$ cat config.mk
export PLATFORM = sky130hd
export DESIGN_NAME = fifo_uart_tx
export DESIGN_NICKNAME = d
export VERILOG_FILES = /design/src/rtl/fifo_uart_pkg.sv /design/src/rtl/uart_baud_cnt.sv /design/src/rtl/fifo_uart_tx.sv
export SDC_FILE = /design/constraint.sdc
export NUM_CORES = 1
export LEC_CHECK = 0
export CORE_UTILIZATION = 50
export DETAILED_ROUTE_END_ITERATION = 16
export DONT_BUFFER_PORTS = 1
export GPL_TIMING_DRIVEN = 0
export HOLD_SLACK_MARGIN = 0.02
export PLACE_DENSITY = 0.65
export SYNTH_ARGS = -nofsm -noshare
export SYNTH_HDL_FRONTEND = slang
export SYNTH_SLANG_ARGS = --single-unit
export TNS_END_PERCENT = 5
$ cat constraint.sdc
create_clock -name clk -period 4.1 [get_ports clk]
set_input_delay 0.82 -clock clk [delete_from_list [all_inputs] [get_ports clk]]
set_output_delay 0.82 -clock clk [all_outputs]
set_load 0.02 [all_outputs]
$ cat src/rtl/fifo_uart_pkg.sv
// -----------------------------------------------------------------------------
// fifo_uart_pkg
// Shared types and constants for the FIFO-fed UART transmitter.
//   uart_state_e : 3-bit FSM state encoding (IDLE, FETCH, START, DATA, PARITY, STOP)
//   DATA_BITS    : payload width, tied to the 8-bit FIFO word
//   IDLE_LEVEL   : line level when idle / during the stop bit
//   START_LEVEL  : line level during the start bit
//   even_parity  : XOR reduction of a data byte (used only when
//                  FIFO_UART_TX_PARITY_EN is defined)
// -----------------------------------------------------------------------------
package fifo_uart_pkg;

    localparam int   DATA_BITS   = 8;
    localparam logic IDLE_LEVEL  = 1'b1;
    localparam logic START_LEVEL = 1'b0;

    typedef enum logic [2:0] {
        IDLE   = 3'd0,
        FETCH  = 3'd1,
        START  = 3'd2,
        DATA   = 3'd3,
        PARITY = 3'd4,
        STOP   = 3'd5
    } uart_state_e;

    // Even parity bit: makes the total count of ones (data + parity) even.
    function automatic logic even_parity(input logic [DATA_BITS-1:0] data);
        return ^data;
    endfunction

endpackage

$ cat src/rtl/uart_baud_cnt.sv
// -----------------------------------------------------------------------------
// uart_baud_cnt
// Bit-period counter. Counts 0..CLKS_PER_BIT-1 and wraps to 0 by itself after
// the last count; clear_i forces it to 0 (used while no bit is being sent).
// Ports:
//   clk_i     : clock
//   rst_ni    : asynchronous active-low reset
//   clear_i   : synchronous clear, holds the counter at 0
//   cnt_o     : current count
//   bit_end_o : high on the last cycle of a bit period
// -----------------------------------------------------------------------------
module uart_baud_cnt #(
    parameter int  CLKS_PER_BIT = 16,
    localparam int CNT_W        = (CLKS_PER_BIT > 1) ? $clog2(CLKS_PER_BIT) : 1
) (
    input  logic             clk_i,
    input  logic             rst_ni,
    input  logic             clear_i,
    output logic [CNT_W-1:0] cnt_o,
    output logic             bit_end_o
);

    localparam logic [CNT_W-1:0] LAST_CNT = CNT_W'(CLKS_PER_BIT - 1);

    logic [CNT_W-1:0] cnt_q;
    logic [CNT_W-1:0] cnt_d;

    // Next count: clear or wrap at end of bit, otherwise increment.
    always_comb begin
        cnt_d = cnt_q;
        if (clear_i || (cnt_q == LAST_CNT)) begin
            cnt_d = '0;
        end else begin
            cnt_d = cnt_q + CNT_W'(1);
        end
    end

    // Counter register.
    always_ff @(posedge clk_i or negedge rst_ni) begin
        if (!rst_ni) begin
            cnt_q <= '0;
        end else begin
            cnt_q <= cnt_d;
        end
    end

    assign cnt_o     = cnt_q;
    assign bit_end_o = (cnt_q == LAST_CNT);

endmodule

$ cat src/rtl/fifo_uart_tx.sv
// -----------------------------------------------------------------------------
// fifo_uart_tx
// Drains bytes from a 4-deep 8-bit FIFO (registered read, data valid the cycle
// after rd_en) and sends each one as a UART frame: start, 8 data bits LSB
// first, optional even parity bit, one stop bit.
// Build option: define FIFO_UART_TX_PARITY_EN to insert the parity bit.
// Ports:
//   clk        : clock, posedge
//   reset      : asynchronous active-low reset
//   tx_enable  : allows a new frame to start (sampled only in IDLE)
//   fifo_empty : FIFO empty flag
//   fifo_dout  : FIFO read data
//   fifo_rd_en : one-cycle pop request, only ever raised in IDLE
//   tx         : serial line, idle high, registered
//   busy       : high from the pop cycle until the end of the stop bit
//   frame_done : one-cycle pulse on the last cycle of the stop bit
// -----------------------------------------------------------------------------
module fifo_uart_tx
    import fifo_uart_pkg::*;
#(
    parameter int CLKS_PER_BIT = 16
) (
    input  logic                 clk,
    input  logic                 reset,
    input  logic                 tx_enable,
    input  logic                 fifo_empty,
    input  logic [DATA_BITS-1:0] fifo_dout,
    output logic                 fifo_rd_en,
    output logic                 tx,
    output logic                 busy,
    output logic                 frame_done
);

    localparam int CNT_W = (CLKS_PER_BIT > 1) ? $clog2(CLKS_PER_BIT) : 1;

    uart_state_e          state_q, state_d;
    logic [DATA_BITS-1:0] shift_q, shift_d;
    logic [2:0]           bit_idx_q, bit_idx_d;
    logic                 tx_q, tx_d;
    logic                 done_q, done_d;
`ifdef FIFO_UART_TX_PARITY_EN
    logic                 parity_q, parity_d;
`endif

    logic                 pop_s;
    logic                 cnt_clear_s;
    logic                 bit_end_s;
    logic [CNT_W-1:0]     cnt_s;

    // The pop must be seen by the FIFO in the IDLE cycle itself so the byte is
    // on fifo_dout during FETCH; gating with reset keeps it low while in reset.
    assign pop_s       = reset && (state_q == IDLE) && tx_enable && !fifo_empty;
    assign cnt_clear_s = (state_q == IDLE) || (state_q == FETCH);

    uart_baud_cnt #(
        .CLKS_PER_BIT (CLKS_PER_BIT)
    ) u_baud_cnt (
        .clk_i     (clk),
        .rst_ni    (reset),
        .clear_i   (cnt_clear_s),
        .cnt_o     (cnt_s),
        .bit_end_o (bit_end_s)
    );

    // Next-state, shift register and bit index.
    always_comb begin
        state_d   = state_q;
        shift_d   = shift_q;
        bit_idx_d = bit_idx_q;
`ifdef FIFO_UART_TX_PARITY_EN
        parity_d  = parity_q;
`endif
        case (state_q)
            IDLE: begin
                if (pop_s) begin
                    state_d = FETCH;
                end else begin
                    state_d = IDLE;
                end
            end
            FETCH: begin
                shift_d = fifo_dout;
`ifdef FIFO_UART_TX_PARITY_EN
                parity_d = even_parity(fifo_dout);
`endif
                state_d = START;
            end
            START: begin
                if (bit_end_s) begin
                    state_d   = DATA;
                    bit_idx_d = 3'd0;
                end else begin
                    state_d = START;
                end
            end
            DATA: begin
                if (bit_end_s) begin
                    shift_d = {1'b0, shift_q[DATA_BITS-1:1]};
                    if (bit_idx_q == 3'(DATA_BITS - 1)) begin
                        bit_idx_d = 3'd0;
`ifdef FIFO_UART_TX_PARITY_EN
                        state_d   = PARITY;
`else
                        state_d   = STOP;
`endif
                    end else begin
                        bit_idx_d = bit_idx_q + 3'd1;
                    end
                end else begin
                    state_d = DATA;
                end
            end
`ifdef FIFO_UART_TX_PARITY_EN
            PARITY: begin
                if (bit_end_s) begin
                    state_d = STOP;
                end else begin
                    state_d = PARITY;
                end
            end
`endif
            STOP: begin
                if (bit_end_s) begin
                    state_d = IDLE;
                end else begin
                    state_d = STOP;
                end
            end
            default: begin
                state_d = IDLE;
            end
        endcase
    end

    // Line level and done pulse are derived from the next state so the
    // registered outputs line up with the state register.
    always_comb begin
        tx_d = IDLE_LEVEL;
        case (state_d)
            START:   tx_d = START_LEVEL;
            DATA:    tx_d = shift_d[0];
`ifdef FIFO_UART_TX_PARITY_EN
            PARITY:  tx_d = parity_d;
`endif
            default: tx_d = IDLE_LEVEL;
        endcase
        // One cycle before the final stop cycle, so the pulse lands on it.
        if ((state_q == STOP) && (cnt_s == CNT_W'(CLKS_PER_BIT - 2)) && !bit_end_s) begin
            done_d = 1'b1;
        end else begin
            done_d = 1'b0;
        end
    end

    // FSM state and registered outputs.
    always_ff @(posedge clk or negedge reset) begin
        if (!reset) begin
            state_q   <= IDLE;
            shift_q   <= '0;
            bit_idx_q <= 3'd0;
            tx_q      <= IDLE_LEVEL;
            done_q    <= 1'b0;
`ifdef FIFO_UART_TX_PARITY_EN
            parity_q  <= 1'b0;
`endif
        end else begin
            state_q   <= state_d;
            shift_q   <= shift_d;
            bit_idx_q <= bit_idx_d;
            tx_q      <= tx_d;
            done_q    <= done_d;
`ifdef FIFO_UART_TX_PARITY_EN
            parity_q  <= parity_d;
`endif
        end
    end

    assign fifo_rd_en = pop_s;
    assign busy       = (state_q != IDLE) || pop_s;
    assign tx         = tx_q;
    assign frame_done = done_q;

endmodule
==> results by group <==
Worst setup path
  • Worst path arrival time: roughly 1.8 ns
  • CP startpoint kind: input pin
  • Worst path cell trace: nand3b_1, nor4_1
  • CP max stage delay: around 0.79 ns
  • Crit Path Class: input pin to output pin
  • Slowest CP cell: nor4_1
  • WP data required: 3.28 ns
  • Worst setup EP type: output pin
  • CP top delay family: simple AND/OR/NAND/NOR gates
  • Critical path buffers and inverters: 0
  • Reg2Reg Launch Point: u_baud_cnt.cnt_o[0]
  • Crit-path max FO: 2
  • CP startpoint: fifo_empty

Die
  • Placeable core region: 1783 sq um
  • Die area: 2133 sq um
  • Die Wd: 46.18 um
  • Initial Util: a little over half
  • # IOs: 16
  • Die Ht: 46.18 um
  • Cell Rows: 15

Finish
  • Fillers: 167
  • Commonest non-fill, non-tap cell in the layout: dfrtp_1
  • Nets: 114
  • # diodes: 0
  • Share of cells above drive strength 1: 10.31%
  • Commonest cells after routing, fill and taps aside: dfrtp_1, nand2_1, nor2_1, a22oi_1
  • Synth-to-Final Area Change: 5.897%

Logic synthesis
  • Largest family of logic cells by synthesized area: simple AND/OR/NAND/NOR gates
  • Synth Area per Inst: around 10 sq um
  • Post-synth ARST share: 100.0%
  • #FFs+latches synth: 20
  • Synth Warn #: 0
  • Synthesized area: 975.9 sq um
  • Post-synth cell types: 29
  • Post-synthesis mux area share: 0%
  • Compound-cell area share of the yosys netlist: 10.77%
  • Syn_nets: 109
  • Adder-Cell Fraction of Synth Area: under 10%
  • Main synth FF type: dfrtp_1
  • Xor/xnor share of the synthesized area: 1.795%
  • Sequential area share after synthesis: 51.41%
  • Simple-Gate Fraction of Synth Area: 26.54%
  • Number of synthesized flops with an enable pin: 0
  • Post-Synthesis Cells: 93

STA
  • Final slew viol count: 0
  • Worst Clk Skew: ~0.0034 ns
  • RSZ-0062 raised after global routing: false
  • Max-slew headroom: 31.05%
  • Period utilization: 62.84%
  • Min Tclk post-route: 2.576 ns
  • Fmax: 0.3881 GHz
  • Fin. Hold Viols: 0
  • Final Hold Slack: 0.2067 ns
  • Setup TNS: 0 ns
  • Tightest Pin Transition: 1.025 ns
  • Final setup viols: 0

Drt
  • Number of detailed-route iterations in the first pass: 3
  • DRC: 0
  • Final WL: ~1600 um
  • Per-cell routed wire length: roughly 13 um
  • Vias after detailed routing: ~670
  • DR iter-0 viols: 13
  • Routed Antenna Nets: 0
  • Via density: 5.451

Power
  • Pwr dens: between 500 and 600 nW/um^2
  • Leakage: 0.4893 nW
  • Max IR drop VDD: 0.3266 mV
  • Pwr Total: ~0.0006 W

Placement
  • RePlAce Congestion: approximately 0.65
  • Detailed placer's ending HPWL: 1216 um
  • Count of buffers from port buffering: 0

Worst hold path
  • Worst Hold Class: input pin to async pin

Clock network
  • CTS Hold Bufs: 0
  • Setup Fix Bufs, Post-CTS: 0
  • Clk slew on worst S/H paths: 0.11 ns
  • CTS tree: yes
  • Worst skew pair latency: 0.29 ns
  • Resized Gates After CTS: 0
  • CTS Buffer Depth: 2
  • Clk root buf: clkbuf_4
  • CTS sink count: 20
  • CTS Buf Count: 3
  • H-tree Lvls: 1

Global routing
  • Via count of the first global-routing pass: 581
  • GRT Total Usage: 17.78%
  • Grt ovf: 0
  • Largest net degree at the start of global routing: 22
  • First-pass GRT wire length: 2573 um
  • Initial antenna violation count: 0

Status
  • Outcome: finished clean

Run
  • MaxCap Viol Count: 0
-- flip-flops by register name (all words and copies together), names as in the netlist --
name,cells
state_q,3
u_baud_cnt.cnt_o,4
tx,1
frame_done,1
shift_q,8
bit_idx_q,3
-- kinds of logic after synthesis --
family                     Yosys count
AOI/OAI and AO/OA                   15
and+or+nand+nor                     47
adders and majority gates            4
buffers and inverters                5
DFF                                 20
xor gates and xnor gates             2
-- worst register-to-register path: stages, from the launching register on --
cell and delay, ns:
dfrtp_1 0.42, ha_1 0.25, nand3_1 0.19, nor2b_1 0.12, or4_4 0.55, a211o_1 0.31
-- per-layer routing --
layer / track usage (%) / wire length, um / share of wire (%) / vias to the layer above
li1: - / - / - / 334
met1: 24.25 / 789 / 48 / 321
met2: 26.20 / 774 / 47 / 8
met3: 4.314 / 58 / 3.5 / 2
met4: 8.824 / 15 / 0.92 / 0
met5: 0 / 0 / 0 / -
-- report_power, final --
group          internal, W  leakage, nW  switching, W
clock            0.0000378       0.0150     0.0000555
sequential        0.000276        0.240     0.0000493
combinational    0.0000875        0.234     0.0000883
-- worst paths after layout --
check / end / slack (ns) / cells past startpoint
worst max register to register: tx / 2.19 / 5
min in group clk: shift_q[5] / 0.49 / 2
worst min register to register: shift_q[5] / 0.49 / 2
worst min-delay path: shift_q[3] / 0.21 / 0
worst max-delay path: fifo_rd_en / 1.52 / 2
max in group asynchronous: tx / 3.72 / 0
-- cell usage after synthesis, drive strengths merged (2+ instances only) --
master / instances / share of area (%)
nand2: 17 / 6.5
nand3: 4 / 2.1
dfrtp: 19 / 49
o21ai: 3 / 1.5
a22oi: 7 / 5.4
nand3b: 3 / 2.3
nor2: 7 / 2.7
ha: 4 / 5.1
and3: 2 / 1.3
nor2b: 4 / 2.6
nand2b: 2 / 1.3
buf: 4 / 4.0
and2: 2 / 1.3
-- cell type report --
type	instances	area [sq um]	area share, %
flip-flops and latches	20	501.7	48.55
multi-input cells	68	431.7	41.77
plain buffers	4	38.79	3.753
well taps	25	31.28	3.027
clock buffers	4	26.28	2.542
inverters	1	3.754	0.3632
-- metrics by stage --
step                worst slack (ns)  utilization, %  cells  area, sq um
detailed placement             1.525           56.49    118         1007
global route                   1.466           57.96    122         1033
CTS                            1.525           57.96    122         1033
finish                         1.524           57.96    122         1033
global placement               1.534           56.49    118         1007
floorplan                      1.601               -     93        975.9
(Power assumes the default switching activity.)
